$ cat src/rtl/spike_vote_classifier_if.sv
// Handshake and data bundle for spike_vote_classifier.
//   master : drives start, step_valid, spike, result_ready; observes the result
//   slave  : the classifier side (inverse directions)
//   start/step_valid/spike   : window control and per-timestep spike vector
//   busy                     : accumulation or argmax scan in progress
//   result_valid/ready       : result handshake
//   result_class/count       : winning class index and its spike count
//   no_spike                 : every class count was zero
interface spike_vote_classifier_if #(
    parameter int NUM_CLASSES = 10,
    parameter int CNT_WIDTH   = 9
) ();
    logic                           start;
    logic                           step_valid;
    logic [NUM_CLASSES-1:0]         spike;
    logic                           busy;
    logic                           result_valid;
    logic                           result_ready;
    logic [$clog2(NUM_CLASSES)-1:0] result_class;
    logic [CNT_WIDTH-1:0]           result_count;
    logic                           no_spike;

    modport master (
        output start, step_valid, spike, result_ready,
        input  busy, result_valid, result_class, result_count, no_spike
    );

    modport slave (
        input  start, step_valid, spike, result_ready,
        output busy, result_valid, result_class, result_count, no_spike
    );
endinterface

$ cat src/rtl/spike_vote_classifier.sv
// Spike-count voting classifier for the output layer of a spiking network.
// A window of WINDOW accepted timesteps is accumulated into one saturating
// counter per class, then the counters are scanned one per cycle to find the
// class with the most spikes (ties resolve to the lowest index).
//   clk    : sole clock, rising edge
//   rst_n  : synchronous active-low reset
//   bus    : spike_vote_classifier_if.slave (control, spikes, result handshake)
module spike_vote_classifier #(
    parameter int NUM_CLASSES = 10,
    parameter int WINDOW      = 256,
    parameter int CNT_WIDTH   = 9
) (
    input  logic                     clk,
    input  logic                     rst_n,
    spike_vote_classifier_if.slave   bus
);
    localparam int IDX_W  = $clog2(NUM_CLASSES);
    localparam int STEP_W = $clog2(WINDOW + 1);
    localparam logic [STEP_W-1:0]    LAST_STEP = STEP_W'(WINDOW - 1);
    localparam logic [IDX_W-1:0]     LAST_IDX  = IDX_W'(NUM_CLASSES - 1);
    localparam logic [CNT_WIDTH-1:0] CNT_MAX   = {CNT_WIDTH{1'b1}};

    typedef enum logic [1:0] {
        S_IDLE   = 2'd0,
        S_ACCUM  = 2'd1,
        S_ARGMAX = 2'd2,
        S_DONE   = 2'd3
    } state_t;

    state_t                 state_r;
    state_t                 state_s;
    logic [CNT_WIDTH-1:0]   cnt_r [NUM_CLASSES];
    logic [STEP_W-1:0]      step_cnt_r;
    logic [IDX_W-1:0]       scan_idx_r;
    logic [IDX_W-1:0]       best_idx_r;
    logic [CNT_WIDTH-1:0]   best_cnt_r;
    logic                   no_spike_r;
    logic                   busy_r;
    logic                   result_valid_r;
    logic [CNT_WIDTH-1:0]   cand_cnt_s;
    logic                   take_s;

    // Saturating increment: a full counter holds its value instead of wrapping.
    function automatic logic [CNT_WIDTH-1:0] sat_inc(input logic [CNT_WIDTH-1:0] v);
        if (v == CNT_MAX) begin
            return v;
        end else begin
            return v + CNT_WIDTH'(1);
        end
    endfunction

    // State register.
    always_ff @(posedge clk) begin
        if (!rst_n) begin
            state_r <= S_IDLE;
        end else begin
            state_r <= state_s;
        end
    end

    // Next-state logic.
    always_comb begin
        state_s = state_r;
        case (state_r)
            S_IDLE: begin
                if (bus.start) state_s = S_ACCUM;
                else           state_s = S_IDLE;
            end
            S_ACCUM: begin
                if (bus.step_valid && (step_cnt_r == LAST_STEP)) state_s = S_ARGMAX;
                else                                             state_s = S_ACCUM;
            end
            S_ARGMAX: begin
                if (scan_idx_r == LAST_IDX) state_s = S_DONE;
                else                        state_s = S_ARGMAX;
            end
            S_DONE: begin
                // start here is deliberately not looked at: the FSM leaves
                // DONE on this edge and only IDLE accepts a new window.
                if (bus.result_ready) state_s = S_IDLE;
                else                  state_s = S_DONE;
            end
            default: state_s = S_IDLE;
        endcase
    end

    // Candidate for the argmax scan; strict compare keeps the lowest index on ties.
    always_comb begin
        cand_cnt_s = cnt_r[scan_idx_r];
        take_s     = 1'b0;
        if (state_r == S_ARGMAX) begin
            take_s = (cand_cnt_s > best_cnt_r);
        end else begin
            take_s = 1'b0;
        end
    end

    // Counters, scan pointer and result registers.
    always_ff @(posedge clk) begin
        if (!rst_n) begin
            for (int i = 0; i < NUM_CLASSES; i++) cnt_r[i] <= '0;
            step_cnt_r <= '0;
            scan_idx_r <= '0;
            best_idx_r <= '0;
            best_cnt_r <= '0;
            no_spike_r <= 1'b0;
        end else begin
            case (state_r)
                S_IDLE: begin
                    if (bus.start) begin
                        for (int i = 0; i < NUM_CLASSES; i++) cnt_r[i] <= '0;
                        step_cnt_r <= '0;
                        scan_idx_r <= '0;
                        best_idx_r <= '0;
                        best_cnt_r <= '0;
                        no_spike_r <= 1'b0;
                    end
                end
                S_ACCUM: begin
                    if (bus.step_valid) begin
                        for (int i = 0; i < NUM_CLASSES; i++) begin
                            if (bus.spike[i]) cnt_r[i] <= sat_inc(cnt_r[i]);
                        end
                        step_cnt_r <= step_cnt_r + STEP_W'(1);
                    end
                end
                S_ARGMAX: begin
                    if (take_s) begin
                        best_idx_r <= scan_idx_r;
                        best_cnt_r <= cand_cnt_s;
                    end
                    scan_idx_r <= scan_idx_r + IDX_W'(1);
                    // Winner is zero only if nothing beat the cleared best of 0.
                    if (scan_idx_r == LAST_IDX) begin
                        no_spike_r <= (best_cnt_r == CNT_WIDTH'(0)) && !take_s;
                    end
                end
                S_DONE: begin
                    // Result registers hold while presented.
                end
                default: begin
                    step_cnt_r <= '0;
                end
            endcase
        end
    end

    // Status flags registered from the next state so they align with state_r.
    always_ff @(posedge clk) begin
        if (!rst_n) begin
            busy_r         <= 1'b0;
            result_valid_r <= 1'b0;
        end else begin
            busy_r         <= (state_s == S_ACCUM) || (state_s == S_ARGMAX);
            result_valid_r <= (state_s == S_DONE);
        end
    end

    assign bus.busy         = busy_r;
    assign bus.result_valid = result_valid_r;
    assign bus.result_class = best_idx_r;
    assign bus.result_count = best_cnt_r;
    assign bus.no_spike     = no_spike_r;
endmodule

$ cat src/flat_wrapper.sv
// flat-port wrapper written by rule: the top's interface ports become plain ports
module spike_vote_classifier_flat 
#(
    parameter int NUM_CLASSES = 10,
    parameter int WINDOW      = 256,
    parameter int CNT_WIDTH   = 9
)
  (clk, rst_n, bus_start, bus_step_valid, bus_spike, bus_result_ready, bus_busy, bus_result_valid, bus_result_class, bus_result_count, bus_no_spike);
  spike_vote_classifier_if #(.NUM_CLASSES(NUM_CLASSES), .CNT_WIDTH(CNT_WIDTH)) bus_i ();
  input  logic clk;
  input  logic rst_n;
  input wire logic [$bits(bus_i.start)-1:0] bus_start;
  input wire logic [$bits(bus_i.step_valid)-1:0] bus_step_valid;
  input wire logic [$bits(bus_i.spike)-1:0] bus_spike;
  input wire logic [$bits(bus_i.result_ready)-1:0] bus_result_ready;
  output wire logic [$bits(bus_i.busy)-1:0] bus_busy;
  output wire logic [$bits(bus_i.result_valid)-1:0] bus_result_valid;
  output wire logic [$bits(bus_i.result_class)-1:0] bus_result_class;
  output wire logic [$bits(bus_i.result_count)-1:0] bus_result_count;
  output wire logic [$bits(bus_i.no_spike)-1:0] bus_no_spike;
  assign bus_i.start = bus_start;
  assign bus_i.step_valid = bus_step_valid;
  assign bus_i.spike = bus_spike;
  assign bus_i.result_ready = bus_result_ready;
  assign bus_busy = bus_i.busy;
  assign bus_result_valid = bus_i.result_valid;
  assign bus_result_class = bus_i.result_class;
  assign bus_result_count = bus_i.result_count;
  assign bus_no_spike = bus_i.no_spike;
  spike_vote_classifier #(.NUM_CLASSES(NUM_CLASSES), .WINDOW(WINDOW), .CNT_WIDTH(CNT_WIDTH)) u_core (.clk(clk), .rst_n(rst_n), .bus(bus_i));
endmodule
$ cat config.mk
export PLATFORM = sky130hd
export DESIGN_NAME = spike_vote_classifier_flat
export DESIGN_NICKNAME = d
export VERILOG_FILES = /design/src/rtl/spike_vote_classifier_if.sv /design/src/rtl/spike_vote_classifier.sv /design/src/flat_wrapper.sv
export SDC_FILE = /design/constraint.sdc
export NUM_CORES = 1
export LEC_CHECK = 0
export CORE_ASPECT_RATIO = 1.2
export CORE_MARGIN = 2
export CORE_UTILIZATION = 60
export DETAILED_ROUTE_END_ITERATION = 8
export PLACE_DENSITY = 0.78
export REMOVE_ABC_BUFFERS = 1
export SYNTH_ARGS = -nofsm -noshare
export SYNTH_HDL_FRONTEND = slang
export SYNTH_SLANG_ARGS = --single-unit
$ cat constraint.sdc
create_clock -name clk -period 5.7 [get_ports clk]
set_input_delay 0.855 -clock clk [delete_from_list [all_inputs] [get_ports clk]]
set_output_delay 0.855 -clock clk [all_outputs]
set_load 0.005 [all_outputs]
==> results.py <==
metrics = {
    "logic_synthesis": {
        "yosysWarnings": 0,
        "syn_area_um2": 6880,
        "ys_seq_area_share_pct": 49.5,
        "synth_largest_area_cell": "edfxtp_1",
        "avgSynthCellArea_um2": 11.0,
        "synth.distinct_cells": 50,
        "ys_async_sr_fraction_pct": 0,
        "synthCells": 623,
        "ys_ff_latch": 125,
        "synth_edf_count": 90,
        "ys.flop_type": "edfxtp_1",
        "synth.top_cell.area_share_pct": 39.3,
        "synth_area_leaders": "edfxtp_1 (39%), dfxtp_1 (10%), ha_1 (6.2%)",
    },
    "final_layout": {
        "n_fill_cell": 768,
        "synthToLayoutAreaGrowth_pct": 14.5,
        "final_area_um2": 7870,
        "num_antenna_cells": 0,
        "final_common_cell": "edfxtp_1",
        "drive_gt1_share_pct": 8.23,
        "fin_cells": 822,
        "fin_nets": 704,
        "mostFrequentLayoutCells": "edfxtp_1 (90), nor2_1 (89), nand2_1 (69)",
    },
    "hold_path": {
        "min_from": "u_core.bus.result_class[3]$_SDFFE_PN0P_",
        "min_path_cells": 2,
        "hold_path_class": "register to register",
    },
    "sta": {
        "fin_crit_sh_pct": 67.0,
        "fmax_mhz": 262,
        "relSlewSlack_pct": 17.9,
        "fin_ws_ns": 1.88,
        "hold_viol": 0,
        "maxSlewViolCount": 0,
        "fin_setup_tns_ns": 0,
        "setup_violations": 0,
        "rsz0062_at_grt": "no",
        "period_needed_ns": 3.82,
        "fin_worst_skew_ns": 0.00646,
        "worstMarginPinSlew_ns": 1.22,
        "hold_slack_ns": 0.456,
    },
    "power_and_ir_drop": {
        "p_leak_nw": 2.93,
        "clkPwrFrac_pct": 47.2,
        "cellPowerDensity_nw_per_um2": 296,
        "seqPwrFrac_pct": 46.4,
        "internal_power_w": 0.00181,
        "p_sw_w": 0.000519,
        "p_comb_share_pct": 6.4,
        "p_sw_share_pct": 22.3,
        "vdd_drop_max_v": 0.000159,
    },
    "clock_tree": {
        "ctsHoldBuffers": 0,
        "post-cts-setup-buffers": 0,
        "cts_sinks": 125,
        "clk_pin_slew_ns": 0.05,
        "worstSkewPairLatency_ns": 0.42,
        "root_buffer": "clkbuf_16",
        "cts.htree.levels": 4,
        "clk_path_buf_depth": 2,
        "cts_tree": "yes",
        "cts_resized": 0,
        "numCtsBuffers": 17,
    },
    "die": {
        "start_util_pct": 62.0,
        "core_um2": 11100,
        "die_h_um": 121,
        "rows": 42,
        "ios": 31,
        "die_area_um2": 12300,
        "die_w_um": 102,
    },
    "critical_path": {
        "critPathSlowestCell": "dfxtp_1",
        "cp.required_ns": 6.04,
        "cp_cell_sequence": "mux4_2 > o22ai_1 > a21oi_1 > ha_1 > nand4_1 > nor3_1 > a2111oi_2 > o21ai_2 > mux2i_1",
        "critPathKind": "register to register",
        "ff2ff_path_depth": 9,
        "cp-end-kind": "register",
        "arrival_ns": 4.16,
        "cp-start-kind": "register",
        "slowest_delay_ns": 0.94,
        "endpoint": "u_core.bus.result_count[7]$_SDFFE_PN0P_",
        "rr_endpoint": "u_core.bus.result_count[7]$_SDFFE_PN0P_",
        "rrSetupSlack_ns": 1.88,
        "worstPathMaxFanout": 18,
    },
    "global_routing": {
        "track_usage_pct": 25.8,
        "grt_antenna_before_repair": 0,
        "gr-total-overflow": 0,
        "grt_pass1_vias": 4841,
        "grt_pass1_wl_um": 24000,
        "grt_max_degree": 33,
    },
    "run_status": {
        "status": "complete, no violations",
    },
    "placement": {
        "hpwl_um": 10600,
        "place_ws_ns": 1.57,
        "dp_cells": 790,
        "place_area_um2": 7280,
        "gp_congestion": 0.877,
        "numPortBuffers": 30,
    },
    "route": {
        "drc": 0,
        "ant_nets": 0,
        "vias": 4937,
        "drt_wl_total_um": 14900,
        "dr.first_iter.drc_count": 346,
        "drt-pass1-iter-count": 5,
        "vias_per_cell": 6.01,
        "avgRoutedWirePerCell_um": 18.2,
        "highest_layer": "met4",
        "met3_wirelength_um": 812,
        "wl_met2_um": 7540,
        "met1_length_um": 6130,
    },
    "run": {
        "drv_cap": 0,
    },
}
[cell families (layout without fill, tap and decap cells)]
family | after synthesis | count (layout) | synth area share [%]
xor gates and xnor gates | 65 | 65 | 8.28
buffers and inverters | 33 | 78 | 2.38
muxes | 46 | 46 | 9.99
AOI/OAI and AO/OA | 46 | 46 | 4.39
adders and majority gates | 34 | 34 | 6.19
and+or+nand+nor | 274 | 274 | 19.3
DFF | 125 | 125 | 49.5
[layer usage]
layer  track usage (%)  vias to the layer above
met2              42.1                      173
met5                 0                        -
met4              13.1                        0
met1              31.8                     2406
met3              5.88                       38
li1                  -                     2320
[cell usage after synthesis (6+ instances only)]
library cell,instances
xor2_1,33
a21oi_1,13
mux4_2,18
nand3_1,27
nor2b_1,10
and3_1,36
ha_1,34
edfxtp_1,90
nand4_1,11
clkbuf_1,8
xnor2_1,32
and4_1,6
inv_1,13
mux2i_1,27
nor2_1,89
o22ai_1,8
dfxtp_1,35
nand2_1,69
[power groups by stage]
stage / registers, W / clock network [W] / logic (W)
3_5_place_dp: 0.00110 / 0 / 0.000147
2_1_floorplan: 0.00108 / 0 / 0.000101
3_3_place_gp: 0.00109 / 0 / 0.000143
4_1_cts: 0.00108 / 0.00110 / 0.000149
5_1_grt: 0.00109 / 0.00115 / 0.000163
6_report: 0.00108 / 0.00110 / 0.000150
[critical path, delay by kind of cell (launching register included)]
| kind | cells | cell delay (ns) |
|---|---|---|
| AO/OA/AOI/OAI | 4 | 1.19 |
| adder cells (fa/ha/maj) | 1 | 0.32 |
| flip-flops | 1 | 0.94 |
| multiplexers | 2 | 0.91 |
| AND/OR/NAND/NOR | 2 | 0.37 |
[layout make-up]
cell class | instances | area [µm²] | area share [%]
multi-input cells | 465 | 3310 | 42.0
clock buffers | 25 | 485 | 6.17
inverters | 13 | 48.8 | 0.620
clock inverters | 7 | 111 | 1.41
repair buffers | 33 | 323 | 4.10
well taps | 154 | 193 | 2.45
flip-flops and latches | 125 | 3400 | 43.2
[sequential cells by signal, summed over array words and instances (netlist names), named ones only]
register,cells
u_core.cnt_r,90
u_core.bus.result_count,9
u_core.step_cnt_r,9
u_core.bus.result_class,4
u_core.scan_idx_r,4
u_core.state_r,2
u_core.bus.busy,1
u_core.bus.no_spike,1
u_core.bus.result_valid,1
[through the flow]
stage,util (%),power (W)
2_1_floorplan,-,0.00118
3_3_place_gp,65.6,0.00124
3_5_place_dp,65.6,0.00124
4_1_cts,71.0,0.00233
5_1_grt,71.0,0.00240
6_report,71.0,0.00233
[worst min-delay path by stage]
stage / to
after floorplan: u_core.bus.result_class[0]$_SDFFE_PN0P_
after global placement: u_core.bus.result_class[0]$_SDFFE_PN0P_
after detailed placement: u_core.bus.result_class[1]$_SDFFE_PN0P_
after CTS: u_core.bus.result_class[3]$_SDFFE_PN0P_
after global routing: u_core.bus.result_class[0]$_SDFFE_PN0P_
final: u_core.bus.result_class[3]$_SDFFE_PN0P_
Power figures use the tool's default switching activity.
